### config.mk
export PLATFORM = sky130hd
export DESIGN_NAME = seq_multiplier
export DESIGN_NICKNAME = d
export VERILOG_FILES = /design/src/rtl/mult_pkg.sv /design/src/rtl/seq_mult_step.sv /design/src/rtl/seq_multiplier.sv
export SDC_FILE = /design/constraint.sdc
export NUM_CORES = 1
export LEC_CHECK = 0
export ABC_AREA = 1
export CORE_MARGIN = 2
export CORE_UTILIZATION = 40
export CTS_CLUSTER_DIAMETER = 120
export DETAILED_ROUTE_END_ITERATION = 7
export GPL_TIMING_DRIVEN = 0
export REMOVE_ABC_BUFFERS = 1
export SYNTH_ARGS = -nofsm -noshare
export SYNTH_HDL_FRONTEND = slang
export SYNTH_HIERARCHICAL = 1
export SYNTH_SLANG_ARGS = --single-unit
### constraint.sdc
create_clock -name clk -period 3.37 [get_ports clk]
set_input_delay 0.674 -clock clk [delete_from_list [all_inputs] [get_ports clk]]
set_output_delay 0.674 -clock clk [all_outputs]
set_load 0.02 [all_outputs]
### src/rtl/mult_pkg.sv
// Shared types and limits for the sequential shift-add multiplier.
// Latency: n/a (declarations only).
// Backpressure: n/a.
package mult_pkg;

  // Control FSM states of seq_multiplier.
  typedef enum logic [1:0] {
    IDLE = 2'd0,
    RUN  = 2'd1,
    DONE = 2'd2
  } state_t;

  // Legal operand widths.
  localparam int MULT_WIDTH_MIN = 2;
  localparam int MULT_WIDTH_MAX = 32;

endpackage : mult_pkg

### src/rtl/seq_mult_step.sv
// One shift-add iteration: conditionally add the multiplicand into the upper accumulator half, then shift right.
// Latency: combinational.
// Backpressure: none, pure function of its inputs.
module seq_mult_step #(
  parameter int WIDTH = 8
) (
  input  logic [2*WIDTH:0]  acc_i,
  input  logic [WIDTH-1:0]  mcand_i,
  input  logic [WIDTH-1:0]  mplier_i,
  output logic [2*WIDTH:0]  acc_o,
  output logic [WIDTH-1:0]  mplier_o
);

  logic [WIDTH:0]   upper;
  logic [2*WIDTH:0] sum_acc;

  // Add when the current multiplier LSB is set. The top accumulator bit is
  // always 0 after the previous shift, so the W+1-bit sum cannot overflow.
  always_comb begin
    upper = acc_i[2*WIDTH:WIDTH];
    if (mplier_i[0]) begin
      upper = acc_i[2*WIDTH:WIDTH] + {1'b0, mcand_i};
    end
    sum_acc  = {upper, acc_i[WIDTH-1:0]};
    acc_o    = sum_acc >> 1;
    mplier_o = mplier_i >> 1;
  end

endmodule : seq_mult_step

### src/rtl/seq_multiplier.sv
// Sequential WIDTH-cycle shift-add multiplier with optional signed mode (macro SEQ_MULT_SIGNED_EN).
// Latency: out_valid rises WIDTH+1 clocks after the input handshake.
// Backpressure: single-entry; in_ready low in RUN/DONE, product held in DONE until out_ready.
module seq_multiplier #(
  parameter int WIDTH = 8
) (
  input  logic                 clk,
  input  logic                 rst_n,
  input  logic                 in_valid,
  output logic                 in_ready,
  input  logic [WIDTH-1:0]     a,
  input  logic [WIDTH-1:0]     b,
  input  logic                 signed_mode,
  output logic                 out_valid,
  input  logic                 out_ready,
  output logic [2*WIDTH-1:0]   product,
  output logic                 busy
);

  import mult_pkg::*;

  localparam int CNT_W = $clog2(WIDTH + 1);

  if (WIDTH < MULT_WIDTH_MIN || WIDTH > MULT_WIDTH_MAX) begin : g_bad_width
    $error("seq_multiplier: WIDTH out of range");
  end

  state_t               state_q, state_d;
  logic                 init_q;
  logic [2*WIDTH:0]     acc_q, acc_d, acc_step;
  logic [WIDTH-1:0]     mcand_q, mcand_d;
  logic [WIDTH-1:0]     mplier_q, mplier_d, mplier_step;
  logic [CNT_W-1:0]     cnt_q, cnt_d;
  logic [2*WIDTH-1:0]   product_q, product_d;
  logic                 in_fire;
  logic                 cnt_done;
`ifdef SEQ_MULT_SIGNED_EN
  logic                 neg_q, neg_d;
`else
  logic                 unused_signed_mode;
  assign unused_signed_mode = signed_mode;
`endif

  assign in_fire  = in_valid & in_ready;
  assign cnt_done = (cnt_q == CNT_W'(WIDTH));
  assign product  = product_q;

  seq_mult_step #(
    .WIDTH(WIDTH)
  ) u_step (
    .acc_i    (acc_q),
    .mcand_i  (mcand_q),
    .mplier_i (mplier_q),
    .acc_o    (acc_step),
    .mplier_o (mplier_step)
  );

  // State register.
  always_ff @(posedge clk or negedge rst_n) begin
    if (!rst_n) begin
      state_q <= IDLE;
    end else begin
      state_q <= state_d;
    end
  end

  // Holds in_ready low until the first clock after reset release.
  always_ff @(posedge clk or negedge rst_n) begin
    if (!rst_n) begin
      init_q <= 1'b0;
    end else begin
      init_q <= 1'b1;
    end
  end

  // Next-state logic: WIDTH iterations, then one extra RUN cycle to load the product.
  always_comb begin
    state_d = state_q;
    case (state_q)
      IDLE:    if (in_fire)   state_d = RUN;
      RUN:     if (cnt_done)  state_d = DONE;
      DONE:    if (out_ready) state_d = IDLE;
      default:                state_d = IDLE;
    endcase
  end

  // FSM outputs, decoded from the registered state.
  always_comb begin
    in_ready  = (state_q == IDLE) && init_q;
    out_valid = (state_q == DONE);
    busy      = (state_q == RUN);
  end

  // Datapath next-state: operand capture, iteration, and final (optionally negated) product load.
  always_comb begin
    acc_d     = acc_q;
    mcand_d   = mcand_q;
    mplier_d  = mplier_q;
    cnt_d     = cnt_q;
    product_d = product_q;
`ifdef SEQ_MULT_SIGNED_EN
    neg_d     = neg_q;
`endif
    if (state_q == IDLE && in_fire) begin
      acc_d = '0;
      cnt_d = '0;
`ifdef SEQ_MULT_SIGNED_EN
      if (signed_mode) begin
        // Magnitudes fit in WIDTH unsigned bits, including -2^(WIDTH-1).
        mcand_d  = a[WIDTH-1] ? (~a + WIDTH'(1)) : a;
        mplier_d = b[WIDTH-1] ? (~b + WIDTH'(1)) : b;
        neg_d    = a[WIDTH-1] ^ b[WIDTH-1];
      end else begin
        mcand_d  = a;
        mplier_d = b;
        neg_d    = 1'b0;
      end
`else
      mcand_d  = a;
      mplier_d = b;
`endif
    end else if (state_q == RUN) begin
      if (!cnt_done) begin
        acc_d    = acc_step;
        mplier_d = mplier_step;
        cnt_d    = cnt_q + CNT_W'(1);
      end else begin
`ifdef SEQ_MULT_SIGNED_EN
        product_d = neg_q ? (~acc_q[2*WIDTH-1:0] + (2*WIDTH)'(1)) : acc_q[2*WIDTH-1:0];
`else
        product_d = acc_q[2*WIDTH-1:0];
`endif
      end
    end
  end

  // Datapath registers; reset discards any partial result.
  always_ff @(posedge clk or negedge rst_n) begin
    if (!rst_n) begin
      acc_q     <= '0;
      mcand_q   <= '0;
      mplier_q  <= '0;
      cnt_q     <= '0;
      product_q <= '0;
`ifdef SEQ_MULT_SIGNED_EN
      neg_q     <= 1'b0;
`endif
    end else begin
      acc_q     <= acc_d;
      mcand_q   <= mcand_d;
      mplier_q  <= mplier_d;
      cnt_q     <= cnt_d;
      product_q <= product_d;
`ifdef SEQ_MULT_SIGNED_EN
      neg_q     <= neg_d;
`endif
    end
  end

endmodule : seq_multiplier
==> impl_metrics.csv, run 1 <==
group,metric,value,unit
clock_tree,clkLatencyLatePin,0.31,ns
layout,layout.nets,424,
floorplan,dieWidth,91.13,um
flow_run,max-cap-violations,0,
power_and_ir_drop,power_density,904.4,mW/mm^2
power_and_ir_drop,p_int,1745,uW
sta,hold_viol,0,
logic_synthesis,ys_ff_latch,56,
logic_synthesis,ys_warn_count,6,
logic_synthesis,seq_area_frac_synth,46.15,%
clock_tree,clkTransAtPathRegs,0.10,ns
logic_synthesis,syn-cell-area,0.003037,mm^2
clock_tree,cts_root_buf,"clkbuf_8",
clock_tree,htree_levels,2,
logic_synthesis,synth.area.top_cells,"dfrtp_1 46%, nand2_1 15%, inv_1 6.2%, nand3_1 4.9%, o21ai_0 4.4%",
clock_tree,post-cts-setup-buffer-count,0,
sta,max_freq,363.8,MHz
floorplan,rows,31,
power_and_ir_drop,power.leakage,0.001732,uW
power_and_ir_drop,p_switching,1372,uW
sta,clock_skew,0.009866,ns
layout,antenna_cells,0,
setup_path,critPathMaxStageDelay,0.71,ns
routing,routed_via_density,4.602,
floorplan,pin_count,40,
logic_synthesis,synth_top_area_cell,"dfrtp_1",
logic_synthesis,post-synth-top-area-fraction,46.15,%
setup_path,critPathRequiredTime,2.70,ns
power_and_ir_drop,worst_ir_drop_vdd,0.0004110,V
layout,stdcell_count,492,
setup_path,cp_max_fo,10,
sta,min_period,2.749,ns
global_routing,track_usage,14.31,%
clock_tree,post_cts_resized,0,
sta,rsz0062_at_grt,"no",
setup_path,path_cells,"nand2_1, nor2_2, clkdlybuf4s50_1",
clock_tree,cts_tree,"yes",
clock_tree,cts_buffer_depth,2,
routing,drt-total-wl,5.523,mm
logic_synthesis,yosys.cell_types.count,34,
clock_tree,cts_buffers,5,
placed_design,hpwl,3.875,mm
floorplan,dieArea,0.008305,mm^2
logic_synthesis,avgSynthCellArea,8.141,um^2
routing,routedWlPerCell,11.23,um
sta,drv_slew,0,
floorplan,start_util,41.64,%
setup_path,crit_arrival,2.07,ns
clock_tree,postCtsHoldBufs,0,
floorplan,core_area,0.007292,mm^2
worst_hold_path,hold_path.class,"in2async",
power_and_ir_drop,seqPwrFrac,37.0,%
routing,route.detailed.drc,0,
placed_design,place.gp.congestion,0.7867,
setup_path,setup.worst_path.start_class,"flop",
placed_design,portBuffers,38,
setup_path,cpMaxStageDelayCell,"clkdlybuf4s50_1",
run_status,status,"finished clean",
power_and_ir_drop,p_comb_share,50.5,%
power_and_ir_drop,power_frac_clock,12.5,%
routing,drtPass1Iterations,4,
layout,drive_gt1_share,8.651,%
sta,setup_viol,0,
setup_path,end_kind,"primary output",
global_routing,grt_max_degree,40,
sta,fin_crit_sh,81.57,%
clock_tree,cts_sinks,56,
placed_design,placed_cells,484,
global_routing,grt_pass1_vias,2127,
sta,tightestPinTransition,0.9117,ns
global_routing,antenna_found_initial,0,
layout,area_growth,13.47,%
power_and_ir_drop,swShare,44.01,%
routing,drtIter0Drc,130,
routing,vias,2264,
global_routing,grt_pass1_wl,9.804,mm
routing,ant_nets,0,
global_routing,overflow,0,
floorplan,die_y,91.13,um
power_and_ir_drop,finalPower,3116,uW
sta,slew_headroom,39.16,%
logic_synthesis,synthCells,373,
setup_path,path_class,"reg2out",
## power groups by stage
stage | Combinational (uW) | Sequential (uW) | Clock [uW]
floorplan | 1060 | 1220 | 0
global placement | 1560 | 1160 | 0
detailed placement | 1590 | 1170 | 0
CTS | 1600 | 1160 | 406
global route | 1820 | 1200 | 429
finish | 1570 | 1150 | 389
## critical path, delay by kind of cell, from the launching register on
family        cells  cell delay [ns]
buf+inv           1             0.71
flops             1             0.53
simple gates      2             0.52
## Yosys cell counts
cell type,n
ha_1,10
a21oi_1,4
inv_1,50
and2_4,1
nor2_1,8
fa_1,1
clkbuf_1,1
clkbuf_2,1
nor2_4,1
xor2_1,1
nand2_1,118
buf_4,17
clkbuf_8,1
o21ai_2,12
nand2_2,3
nor2_2,1
buf_8,1
nand3_2,1
dfrtp_1,56
o31ai_1,1
conb_1,2
nand2_4,1
inv_2,1
buf_6,2
buf_2,5
or2_1,1
nand4_1,9
nand3_1,30
nand3_4,1
clkinv_1,1
nand3b_1,2
o21ai_0,27
o21ai_1,1
or2_4,1
## routing by layer
layer | vias up | track usage (%) | routed length, um
met5 | - | 0 | 0
met2 | 38 | 23.15 | 2499
li1 | 1192 | - | -
met1 | 1032 | 19.95 | 2808
met3 | 2 | 2.822 | 187
met4 | 0 | 3.157 | 27
## layout by cell type (no fill, tap or decap), types with 2 or more instances in the layout
cell | synthesis | routed
nand2_1 | 118 | 118
dfrtp_1 | 56 | 56
inv_1 | 50 | 50
clkdlybuf4s50_1 | 0 | 37
nand3_1 | 30 | 30
o21ai_0 | 27 | 27
o21ai_2 | 12 | 12
ha_1 | 10 | 10
nand4_1 | 9 | 9
nor2_1 | 8 | 7
clkbuf_8 | 1 | 5
a21oi_1 | 4 | 4
nand2_2 | 3 | 3
conb_1 | 2 | 3
nor2_2 | 1 | 2
nand3b_1 | 2 | 2
## per-stage QoR
stage | area (um^2) | setup slack [ns] | setup TNS, ns | hold slack [ns] | util (%)
after global placement | 3332 | -0.2174 | -11.98 | 0.4625 | 45.69
after floorplan | 2828 | 1.597 | 0 | 0.3784 | -
after CTS | 3446 | 0.5992 | 0 | 0.3011 | 47.25
after detailed placement | 3349 | 0.5206 | 0 | 0.4660 | 45.93
final | 3446 | 0.6211 | 0 | 0.2892 | 47.25
after global routing | 3446 | 0.4760 | 0 | 0.3030 | 47.25
## layout make-up
type	instances	area, um^2
inverter	52	195.2
tap	99	123.9
clock buffer	5	68.82
multi-input combinational	238	1234
clock inverter	3	27.53
fill	758	3846
timing repair buffer	39	395.4
sequential	56	1401
## kinds of logic (layout without fill, tap and decap cells)
family	after synthesis	count (layout)	share of synthesized area, %
flops	56	56	46.15
buf+inv	80	99	13.43
simple gates	178	178	26.12
fa+ha+maj	11	11	4.780
xor+xnor	1	1	0.2885
compound gates	45	45	8.982
other cells	2	3	0.2473
## flip-flops by register name, summed over array words and instances, names as in the netlist
register,count
cnt_q,4
init_q,1
product,16
mcand_q,8
state_q,2
acc_q,17
mplier_q,8
## final timing paths
| kind | startpoint | to | slack, ns | cells past startpoint |
|---|---|---|---|---|
| setup / recovery | init_q | in_ready | 0.62 | 3 |
| hold / removal | rst_n | acc_q[14] | 0.29 | 1 |
| setup reg to reg | cnt_q[0] | cnt_q[2] | 1.49 | 7 |
| hold reg to reg | product[1] | product[1] | 0.49 | 2 |
| max in group asynchronous | rst_n | mcand_q[2] | 2.54 | 2 |
| min in group clk | product[1] | product[1] | 0.49 | 2 |
Power figures use the tool's default switching activity.
==> run 2, diff against run 1 <==
- clock period: 3.37 -> 2.8 ns (I/O delays scaled with it)
==> results of run 2 <==
The final DEF is identical to that of run 1. Status: finished clean.
Main changes from that run: setup slack after placement 0.5206 ns -> 0.06464 ns; setup slack after layout 0.6211 ns -> 0.1651 ns; hold slack 0.2892 ns -> 0.1752 ns; register-to-register setup slack 1.49 ns -> 0.92 ns; total power 3116 uW -> 3751 uW; worst IR drop on VDD 0.0004110 V -> 0.0004947 V
==> run 3, diff against run 2 <==
- DONT_BUFFER_PORTS: unset -> 1
==> impl_metrics.csv, run 3 (synthesis gave the netlist of run 1 again) <==
group,metric,value,unit
routing,drtPass1Iterations,4,
sta,clock_skew,0.01195,ns
sta,min_period,2.042,ns
floorplan,core_area,0.007292,mm^2
clock_tree,clkLatencyLatePin,0.32,ns
clock_tree,cts_tree,"yes",
routing,drt-total-wl,5.700,mm
routing,route.detailed.drc,0,
setup_path,crit_arrival,1.48,ns
layout,area_growth,1.318,%
clock_tree,post_cts_resized,0,
routing,ant_nets,0,
setup_path,critPathRequiredTime,2.24,ns
layout,layout.nets,386,
setup_path,cp_max_fo,10,
floorplan,rows,31,
sta,rsz0062_at_grt,"no",
layout,final_common_cell,"nand2_1",
layout,mostFrequentLayoutCells,"118 x nand2_1, 56 x dfrtp_1, 50 x inv_1, 30 x nand3_1, 27 x o21ai_0",
clock_tree,htree_levels,2,
global_routing,grt_max_degree,57,
sta,max_freq,489.8,MHz
clock_tree,cts_buffers,5,
power_and_ir_drop,worst_ir_drop_vdd,0.0003855,V
global_routing,grt_pass1_vias,2113,
flow_run,max-cap-violations,0,
clock_tree,clkTransAtPathRegs,0.11,ns
power_and_ir_drop,power.leakage,0.001590,uW
clock_tree,cts_sinks,56,
floorplan,pin_count,40,
routing,routed_via_density,4.786,
layout,antenna_cells,0,
floorplan,dieArea,0.008305,mm^2
sta,whs,0.07291,ns
power_and_ir_drop,power_density,1159,mW/mm^2
setup_path,path_class,"reg2out",
sta,tightestPinTransition,0.9120,ns
routing,drtIter0Drc,84,
layout,regMostFlops,"acc_q",
setup_path,r2r-start,"acc_q[8]",
setup_path,setup.worst_path.start_class,"flop",
layout,drive_gt1_share,9.296,%
sta,hold_viol,0,
layout,utilization,42.19,%
floorplan,start_util,41.64,%
setup_path,end_kind,"primary output",
global_routing,track_usage,14.77,%
sta,fin_crit_sh,72.92,%
floorplan,dieWidth,91.13,um
layout,stdcell_count,454,
sta,slew_headroom,39.13,%
layout,fill_cells,756,
placed_design,placed_cells,445,
global_routing,overflow,0,
layout,largest_reg_flops,17,
placed_design,hpwl,3.811,mm
placed_design,place.gp.congestion,0.8169,
sta,drv_slew,0,
power_and_ir_drop,finalPower,3566,uW
placed_design,portBuffers,0,
global_routing,antenna_found_initial,0,
worst_hold_path,hold_path.class,"in2async",
routing,routedWlPerCell,12.56,um
sta,setup_tns,0,ns
routing,vias,2173,
sta,setup_viol,0,
clock_tree,cts_buffer_depth,2,
run_status,status,"finished clean",
clock_tree,cts_root_buf,"clkbuf_8",
floorplan,die_y,91.13,um
global_routing,grt_pass1_wl,9.936,mm
setup_path,crit_start,"init_q",
-- run 3: cell count changes in the layout (fill, tap and decap cells not counted) --
cell and change:
clkdlybuf4s50_1 -37, clkinvlp_4 +1, clkinv_4 -1, buf_12 -1, buf_2 -1, buf_16 +1
-- run 3: final cells by class --
type                            instances  area (um^2)  share of cell area (%)
Clock inverter                          3        26.28                  0.8540
Inverter                               52        195.2                   6.344
Sequential cell                        56         1401                   45.55
Timing Repair Buffer                    1        27.53                  0.8947
Tap cell                               99        123.9                   4.026
Clock buffer                            5        68.82                   2.237
Multi-Input combinational cell        238         1234                   40.10
-- run 3: layer usage --
| layer | GRT usage (%) | up-vias | wire [um] | share of wire, % |
|---|---|---|---|---|
| li1 | - | 1113 | - | - |
| met1 | 18.83 | 1004 | 2697 | 47 |
| met2 | 24.38 | 46 | 2631 | 46 |
| met3 | 3.651 | 10 | 248 | 4.4 |
| met4 | 5.303 | 0 | 123 | 2.2 |
| met5 | 0 | - | 0 | 0 |
-- run 3: final timing paths --
kind	to	slack, ns	depth (start not counted)
min in group clk	state_q[1]	0.32	1
setup reg to reg	acc_q[13]	0.87	13
hold / removal	acc_q[10]	0.07	1
hold reg to reg	acc_q[2]	0.50	2
max in group asynchronous	product[13]	2.44	1
setup / recovery	in_ready	0.76	2
-- run 3: stage by stage --
stage | setup slack, ns | area, um^2
2_1_floorplan | 1.027 | 2828
3_3_place_gp | 0.4613 | 2952
3_5_place_dp | 0.8755 | 2954
4_1_cts | 0.7140 | 3077
5_1_grt | 0.6419 | 3077
6_report | 0.7582 | 3077
-- run 3: what timing repair did --
action / 4_1_cts / 5_1_grt
endpoints found under the hold margin: 56 / 0
buffers inserted: 0 / 0
hold buffers: 1 / 0
-- run 3: where the power goes --
part | total, uW | switching (uW) | internal (uW)
Clock | 471 | 288 | 183
Sequential | 1520 | 367 | 1150
Combinational | 1580 | 996 | 580
-- run 3: critical path: stages (launching register included) --
cell and delay, ns:
dfrtp_1 0.53, nand2_1 0.11, nor2_2 0.53
